## src/rtl/weight_pkg.sv

```systemverilog
// ============================================================================
// weight_pkg: shared widths and FSM state type for the weight fetch path.
// Revision: 1.0
// ============================================================================
`default_nettype none

package weight_pkg;

    localparam int WGT_ADDR_W = 11;
    localparam int WGT_DATA_W = 256;

    typedef enum logic [1:0] {
        IDLE  = 2'd0,
        FETCH = 2'd1,
        DRAIN = 2'd2,
        DONE  = 2'd3
    } wfs_state_e;

endpackage

`default_nettype wire

```

## src/rtl/weight_skid_fifo.sv

```systemverilog
// ============================================================================
// weight_skid_fifo: 2-entry FIFO absorbing the SRAM read latency; head is unregistered.
// Revision: 1.0
// ============================================================================
`default_nettype none

module weight_skid_fifo #(
    parameter int WIDTH = 257
) (
    input  logic             clk,
    input  logic             rst_n,
    input  logic             push_i,
    input  logic [WIDTH-1:0] push_data_i,
    input  logic             pop_i,
    output logic [WIDTH-1:0] head_o,
    output logic             full_o,
    output logic             empty_o,
    output logic [1:0]       count_o
);

    logic [WIDTH-1:0] mem_q [2];
    logic             wr_ptr_q;
    logic             rd_ptr_q;
    logic [1:0]       count_q;

    always_ff @(posedge clk or negedge rst_n) begin
        if (!rst_n) begin
            mem_q[0] <= '0;
            mem_q[1] <= '0;
            wr_ptr_q <= 1'b0;
            rd_ptr_q <= 1'b0;
            count_q  <= 2'd0;
        end else begin
            if (push_i) begin
                mem_q[wr_ptr_q] <= push_data_i;
                wr_ptr_q        <= ~wr_ptr_q;
            end
            if (pop_i) begin
                rd_ptr_q <= ~rd_ptr_q;
            end
            count_q <= count_q + {1'b0, push_i} - {1'b0, pop_i};
        end
    end

    assign head_o  = mem_q[rd_ptr_q];
    assign full_o  = (count_q == 2'd2);
    assign empty_o = (count_q == 2'd0);
    assign count_o = count_q;

endmodule

`default_nettype wire

```

## src/rtl/weight_fetch_streamer.sv

```systemverilog
// ============================================================================
// weight_fetch_streamer: streams a run of weight SRAM lines to a valid/ready consumer.
// Revision: 1.0
// ============================================================================
`default_nettype none

module weight_fetch_streamer
    import weight_pkg::*;
#(
    parameter int ADDR_WIDTH = WGT_ADDR_W,
    parameter int DATA_WIDTH = WGT_DATA_W
) (
    input  logic                  clkb,
    input  logic                  reset_n,
    input  logic                  start,
    input  logic [ADDR_WIDTH-1:0] base_addr,
    input  logic [ADDR_WIDTH-1:0] num_lines,
    output logic                  enb,
    output logic [ADDR_WIDTH-1:0] addrb,
    input  logic [DATA_WIDTH-1:0] doutb,
    output logic [DATA_WIDTH-1:0] w_data,
    output logic                  w_valid,
    output logic                  w_last,
    input  logic                  w_ready,
    output logic                  busy,
    output logic                  done
);

    localparam logic [ADDR_WIDTH-1:0] ADDR_ONE = ADDR_WIDTH'(1);

    wfs_state_e            state_q, state_d;
    logic [ADDR_WIDTH-1:0] addr_q, addr_d;
    logic [ADDR_WIDTH-1:0] remain_q, remain_d;
    logic [ADDR_WIDTH-1:0] num_q, num_d;
    logic [ADDR_WIDTH-1:0] deliv_q, deliv_d;
    logic                  inflight_q;

    logic [DATA_WIDTH:0]   w_head;
    logic                  w_full;
    logic                  w_empty;
    logic [1:0]            w_count;
    logic                  w_accept;
    logic                  w_push;
    logic [1:0]            w_occ;
    logic                  w_issue;

    assign w_accept = w_valid && w_ready;
    // Credit counts a line leaving this cycle, so back-to-back reads sustain one line per cycle.
    assign w_occ    = w_count + {1'b0, inflight_q} - {1'b0, w_accept};
    assign w_issue  = (state_q == FETCH) && (w_occ < 2'd2);
    assign w_push   = inflight_q && (!w_full || w_accept);

    weight_skid_fifo #(
        .WIDTH (DATA_WIDTH + 1)
    ) u_fifo (
        .clk         (clkb),
        .rst_n       (reset_n),
        .push_i      (w_push),
        .push_data_i ({(state_q == DRAIN), doutb}),
        .pop_i       (w_accept),
        .head_o      (w_head),
        .full_o      (w_full),
        .empty_o     (w_empty),
        .count_o     (w_count)
    );

    always_comb begin
        state_d  = state_q;
        addr_d   = addr_q;
        remain_d = remain_q;
        num_d    = num_q;
        deliv_d  = deliv_q;
        if (w_issue) begin
            addr_d   = addr_q + ADDR_ONE;
            remain_d = remain_q - ADDR_ONE;
        end
        if (w_accept) begin
            deliv_d = deliv_q + ADDR_ONE;
        end
        case (state_q)
            IDLE: begin
                if (start) begin
                    if (num_lines != '0) begin
                        state_d  = FETCH;
                        addr_d   = base_addr;
                        remain_d = num_lines;
                        num_d    = num_lines;
                        deliv_d  = '0;
                    end else begin
                        state_d = DONE;
                    end
                end
            end
            FETCH: begin
                if (w_issue && (remain_q == ADDR_ONE)) begin
                    state_d = DRAIN;
                end
            end
            DRAIN: begin
                if (w_accept && (deliv_q == num_q - ADDR_ONE)) begin
                    state_d = DONE;
                end
            end
            DONE:    state_d = IDLE;
            default: state_d = IDLE;
        endcase
    end

    always_ff @(posedge clkb or negedge reset_n) begin
        if (!reset_n) begin
            state_q    <= IDLE;
            addr_q     <= '0;
            remain_q   <= '0;
            num_q      <= '0;
            deliv_q    <= '0;
            inflight_q <= 1'b0;
        end else begin
            state_q    <= state_d;
            addr_q     <= addr_d;
            remain_q   <= remain_d;
            num_q      <= num_d;
            deliv_q    <= deliv_d;
            inflight_q <= w_issue;
        end
    end

    assign enb     = w_issue;
    assign addrb   = addr_q;
    assign w_valid = !w_empty;
    assign w_data  = w_head[DATA_WIDTH-1:0];
    // Only the line still in flight once in DRAIN can be the final one, so its tag marks w_last.
    assign w_last  = !w_empty && w_head[DATA_WIDTH];
    assign busy    = (state_q != IDLE);
    assign done    = (state_q == DONE);

endmodule

`default_nettype wire
```

## config.mk

```make
export PLATFORM = sky130hd
export DESIGN_NAME = weight_fetch_streamer
export DESIGN_NICKNAME = d
export VERILOG_FILES = /design/src/rtl/weight_pkg.sv /design/src/rtl/weight_skid_fifo.sv /design/src/rtl/weight_fetch_streamer.sv
export SDC_FILE = /design/constraint.sdc
export NUM_CORES = 1
export LEC_CHECK = 0
export BUFFER_PORTS_ARGS = -buffer_cell sky130_fd_sc_hd__clkbuf_2
export CORE_MARGIN = 2
export CORE_UTILIZATION = 45
export CTS_CLUSTER_DIAMETER = 100
export DETAILED_ROUTE_END_ITERATION = 12
export GPL_TIMING_DRIVEN = 0
export PLACE_DENSITY = 0.68
export SKIP_CTS_REPAIR_TIMING = 1
export SLEW_MARGIN = 0
export SYNTH_ARGS = -nofsm -noshare
export SYNTH_HDL_FRONTEND = slang
export SYNTH_HIERARCHICAL = 1
export SYNTH_SLANG_ARGS = --single-unit
```

## constraint.sdc

```tcl
create_clock -name clkb -period 3.1 [get_ports clkb]
set_clock_uncertainty 0.05 [all_clocks]
set_input_delay 0.62 -clock clkb [delete_from_list [all_inputs] [get_ports clkb]]
set_output_delay 0.62 -clock clkb [all_outputs]
set_load 0.01 [all_outputs]
```

### After elaboration in Yosys (flattened, before gate mapping)

Index checks and enable logic that the tools add are counted.

| storage, ports and cells | value |
|---|---|
| register bits | 565 |
| latch bits | 0 |
| memory bits (writable) | 0 |
| bits in read-only memories | 0 |
| input port bits | 282 |
| output and inout port bits | 272 |
| logic and storage cells | 75 |
| memories kept | 0 |

| operators by class | value |
|---|---|
| add/sub/neg operators | 8 |
| $mul | 0 |
| div/mod/pow operators | 0 |
| $lt $le $gt $ge | 4 |
| equality and inequality tests | 9 |
| shifts and indexed selects | 0 |
| multiplexer cells | 23 |
| bitwise logic cells | 4 |
| reductions and logical operators | 16 |

Operators with widths:

| kind | count |
|---|---|
| $mux W257 | 4 |
| $bwmux W514 | 1 |
| $demux W257 S1 | 1 |
| $mux W11 | 12 |
| $add A11 B1 Y11 const B | 2 |
| $sub A11 B1 Y11 const B | 2 |
| $eq A11 B1 Y1 const B | 1 |
| $eq A11 B11 Y1 | 1 |
| $reduce_bool A11 Y1 | 1 |
| $mux W2 | 4 |
| $pmux W2 S4 | 1 |
| $logic_and A1 B1 Y1 | 7 |
| $eq A2 B2 Y1 const B | 3 |
| $reduce_and A3 Y1 | 2 |
| $add A2 B1 Y2 | 2 |
| $ge A2 B2 Y1 const B | 2 |
| $logic_not A2 Y1 | 2 |
| $ne A2 B2 Y1 const B | 2 |
| $not A1 Y2 | 2 |
| $sub A2 B1 Y2 | 2 |
| $eq A2 B1 Y1 const B | 1 |
| $logic_not A1 Y1 | 2 |
| $lt A2 B1 Y1 const B | 1 |
| $lt A2 B2 Y1 const B | 1 |
| 4 further kinds | 5 |

### Depth between registers and ports, before layout

| depth | value |
|---|---|
| word-level depth | 10 |
| depth in mapped cells | 12 |
| mapped depth without buffers | 10 |

### By module

Netlist, hierarchy kept.

By module, submodules not included:

| module | times used | cells an instance | area each (um2) |
|---|---|---|---|
| weight_skid_fifo | 1 | 1387 | 23128.4 |
| weight_fetch_streamer | 1 | 315 | 2768.9 |

### Worst setup path before layout

Ideal clock, no wire load.

| timing path | value |
|---|---|
| path kind | input-to-output |
| start point | input w_ready |
| end point | output enb |
| arrival | 2.156 ns |
| required time | 2.430 ns |
| slack | 0.274 ns |
| stages | 8 |
| path buffers | 2 |
| path through | nor2b_1 -> clkbuf_1 -> ha_1 -> xor2_1 -> xnor2_1 -> nand2_1 -> inv_1 -> buf_2 |

| on the way | value |
|---|---|
| cells in the longest elaborated chain, start to end | 4 |

RTL lines:

| what | line | RTL |
|---|---|---|
| from (decl) | weight_fetch_streamer.sv:24 | `input logic w_ready,` |
| $logic_and A1 B1 Y1 | weight_fetch_streamer.sv:47 | `assign w_accept = w_valid && w_ready;` |
| via w_accept | weight_fetch_streamer.sv:42 | `logic w_accept;` |
| $sub A2 B1 Y2 | weight_fetch_streamer.sv:49 | `assign w_occ = w_count + {1'b0, inflight_q} - {1'b0, w_accept};` |
| $lt A2 B2 Y1 | weight_fetch_streamer.sv:50 | `assign w_issue = (state_q == FETCH) && (w_occ < 2'd2);` |
| $logic_and A1 B1 Y1 | weight_fetch_streamer.sv:50 |  |
| to (decl) | weight_fetch_streamer.sv:18 | `output logic enb,` |

The timed path passes the listed nets, and every way through them passes these cells.

### Final worst setup path

| timing path | value |
|---|---|
| start point | register u_fifo.count_q[1], in the netlist u_fifo/count_o[1] |
| end point | output enb |

| on the way | value |
|---|---|
| cells in the longest elaborated chain, start to end | 6 |
| elaborated cells between the ends (all ways) | 7 |
| classes of those cells | 2 x add/sub; 1 x order compare; 4 x reduce/logical |

RTL lines:

| what | line | RTL |
|---|---|---|
| from (decl) | weight_skid_fifo.sv:24 | `logic [1:0] count_q;` |
| from (signal assigned) | weight_skid_fifo.sv:41 | `count_q <= count_q + {1'b0, push_i} - {1'b0, pop_i};` |
| $logic_not A2 Y1 | weight_skid_fifo.sv:47 | `assign empty_o = (count_q == 2'd0);` |
| via w_empty | weight_fetch_streamer.sv:40 | `logic w_empty;` |
| $logic_not A1 Y1 | weight_fetch_streamer.sv:129 | `assign w_valid = !w_empty;` |
| $logic_and A1 B1 Y1 | weight_fetch_streamer.sv:47 |  |
| via w_accept | weight_fetch_streamer.sv:42 |  |
| $sub A2 B1 Y2 | weight_fetch_streamer.sv:49 |  |
| $lt A2 B2 Y1 | weight_fetch_streamer.sv:50 |  |
| $logic_and A1 B1 Y1 | weight_fetch_streamer.sv:50 |  |

The timed path passes the listed nets, and every way through them passes these cells.

==> flow_summary.ini <==
[timing]
rsz0062_at_grt = true
slew_violations = 0
period_minus_slack_ps = 3060
worstMarginPinSlew_ps = 689
fmaxAchievable_mhz = 327
finalHoldViolations = 0
hold_ws_ps = 169
period_share = 0.988
maxSlewHeadroom = 0.537
setup_viol = 0
finalSetupTns_ps = 0
fin_ws_ps = 37.6

[run]
cap_violations = 0

[synthesis]
synthFlopType = dfrtp_1
synth_warnings = 6
syn_nets = 1996
synth_seq_area_share = 0.546
synth_largest_area_cell = dfrtp_1
synth_area_sq_mm = 0.0259
ys_async_sr_fraction = 1.00
synth_edf_count = 0
yosys-top-cells-count = 565 x dfrtp_1, 551 x mux2_2, 200 x mux2_4, 60 x buf_2, 55 x nand2_1
synth_most_common_cell = dfrtp_1
synth.area.top_cells = dfrtp_1 55%, mux2_2 24%, mux2_4 12%
ys_ff_latch = 565
syn_avg_cell_area_sq_um = 15.2
synth_cell_types = 46
syn_inst = 1702
synth_top_area_frac = 0.546

[run_status]
status = finished, final reports clean

[die]
start_util = 0.458
die_h_microns = 244
fp.dieW_microns = 244
fp.coreArea_sq_mm = 0.0566
dieArea_sq_mm = 0.0595
fp-row-count = 87
ios = 554

[detailed_routing]
drtIter0Drc = 738
firstDrtPassIters = 5
avgRoutedWirePerCell_microns = 22.4
ant_nets = 0
dr_total_vias = 16300
viasPerCell = 5.19
wl_microns = 70400
drc = 0

[clock_network]
clock_latency_ps = 610
cts_buffers = 59
clockBufferDepth = 3
h-tree-depth = 2
cts_tree = yes
cts.sinks = 565
clk_pin_slew_ps = 60
clockRootBuffer = clkbuf_16

[global_route]
grt_max_degree = 104
grt_pass1_vias = 18100
grt_use_met2 = 0.399
grt_pass1_wl_microns = 107000
overflow = 0
grt.total_usage = 0.234
grt_busiest_layer = met2
gr-usage-met3 = 0.0573
antenna_found_initial = 7
met1_usage = 0.285

[placed_design]
hpwl_microns = 51900
gp_congestion = 0.829
placed_area_sq_mm = 0.0298
numPortBuffers = 553
pre_cts_slack_ps = -767

[power_and_ir_drop]
power.density_mw_per_mm2 = 1180
leakage_nw = 15.2
peakVddDrop_v = 0.000609

[min_path]
hold_path.class = in -> reg

[critical_path]
slowest_delay_ps = 450
cp-end-kind = output pin
cpMostUsedCell = buf_6
worstPathRequired_ps = 2430
critPathKind = reg -> out
crit_chain = nor2_4 > nor2b_2 > buf_6 > ha_4 > xor2_2 > xnor2_2 > buf_6 > nand2_4 > inv_2 > buf_6 > buf_6
crit_slowest_cell = dfrtp_2
crit_arrival_ps = 2390
start_kind = register
critPathMaxFanout = 4

[finish]
final_area_sq_mm = 0.0321
final_net_count = 2629
area_delta_synth_final_pct = 23.8
nFillCells = 4635
drive_above_1_share = 0.639
utilization = 0.567
-- cells in the final DEF, fill, tap and decap left out, types with 9 or more instances in the layout --
| master | instances |
|---|---|
| dfrtp_1 | 564 |
| inv_1 | 18 |
| clkbuf_4 | 10 |
| xor2_1 | 17 |
| mux2_4 | 200 |
| xnor2_1 | 27 |
| nor2_1 | 27 |
| mux2_2 | 551 |
| buf_8 | 11 |
| nand2_1 | 54 |
| bufinv_16 | 9 |
| ha_1 | 11 |
| buf_2 | 47 |
| buf_4 | 14 |
| clkbuf_8 | 15 |
| clkbuf_1 | 18 |
| clkbuf_16 | 59 |
| nand4_1 | 11 |
| clkinv_2 | 10 |
| nand3_1 | 11 |
| o21ai_0 | 26 |
| mux2_1 | 22 |
| clkbuf_2 | 551 |
| buf_6 | 19 |
-- power by group --
| part | leakage, nW | switching (mW) | internal [mW] |
|---|---|---|---|
| registers | 6.79 | 2.03 | 11.1 |
| clock network | 1.02 | 2.92 | 4.56 |
| logic | 7.36 | 7.90 | 9.38 |
-- sequential cells by signal (all words and copies together), names as in the netlist, 2 cells and up --
signal / cells
state_q: 2
addrb: 11
num_q: 11
remain_q: 11
deliv_q: 11
u_fifo/mem_q: 514
u_fifo/count_o: 2
-- per-layer routing --
metal / wire [microns] / part of all wire
met4: 2560 / 0.036
met1: 28400 / 0.40
met5: 13 / 0.00018
met2: 35000 / 0.50
met3: 4440 / 0.063
-- area by class of cell --
| cell class | count | area (sq um) | share of cell area |
|---|---|---|---|
| Clock buffer | 83 | 1710 | 0.0532 |
| Antenna cell | 6 | 15.0 | 0.000468 |
| Inverter | 19 | 71.3 | 0.00222 |
| Tap cell | 756 | 946 | 0.0295 |
| Clock inverter | 23 | 355 | 0.0111 |
| Multi-Input combinational cell | 1021 | 11000 | 0.344 |
| Buffer | 97 | 739 | 0.0231 |
| Sequential cell | 565 | 14100 | 0.441 |
| Timing Repair Buffer | 572 | 3050 | 0.0952 |
-- metrics by stage --
step / std cells / power [mW]
2_1_floorplan: 1702 / 24.0
3_3_place_gp: 3011 / 29.6
3_5_place_dp: 3017 / 30.2
4_1_cts: 3123 / 37.9
5_1_grt: 3141 / 40.0
6_report: 3142 / 37.9
-- critical path: cells and delay by family (launching register included) --
kind / cells / cell delay [ps]
AND/OR/NAND/NOR: 3 / 290
XOR/XNOR: 2 / 330
flip-flops: 1 / 450
buffers and inverters: 5 / 550
adder cells (fa/ha/maj): 1 / 160
-- cells by family after synthesis --
family          share of synthesized area
mux                                 0.366
flops                               0.546
simple gates                       0.0272
buf+inv                            0.0296
xor+xnor                           0.0156
compound gates                    0.00957
fa+ha+maj                         0.00580
-- final timing paths --
kind | start | endpoint | slack [ps] | cells past startpoint
setup / recovery | u_fifo/count_o[1] | enb | 40 | 11
hold / removal | base_addr[9] | addrb[9] | 170 | 3
setup reg to reg | u_fifo/count_o[1] | state_q[1] | 360 | 12
hold reg to reg | u_fifo/mem_q[500] | u_fifo/mem_q[500] | 430 | 1
max in group asynchronous | reset_n | u_fifo/mem_q[381] | 770 | 5
min in group asynchronous | reset_n | u_fifo/mem_q[102] | 470 | 2
No activity file was read; power rests on OpenSTA's default activity.
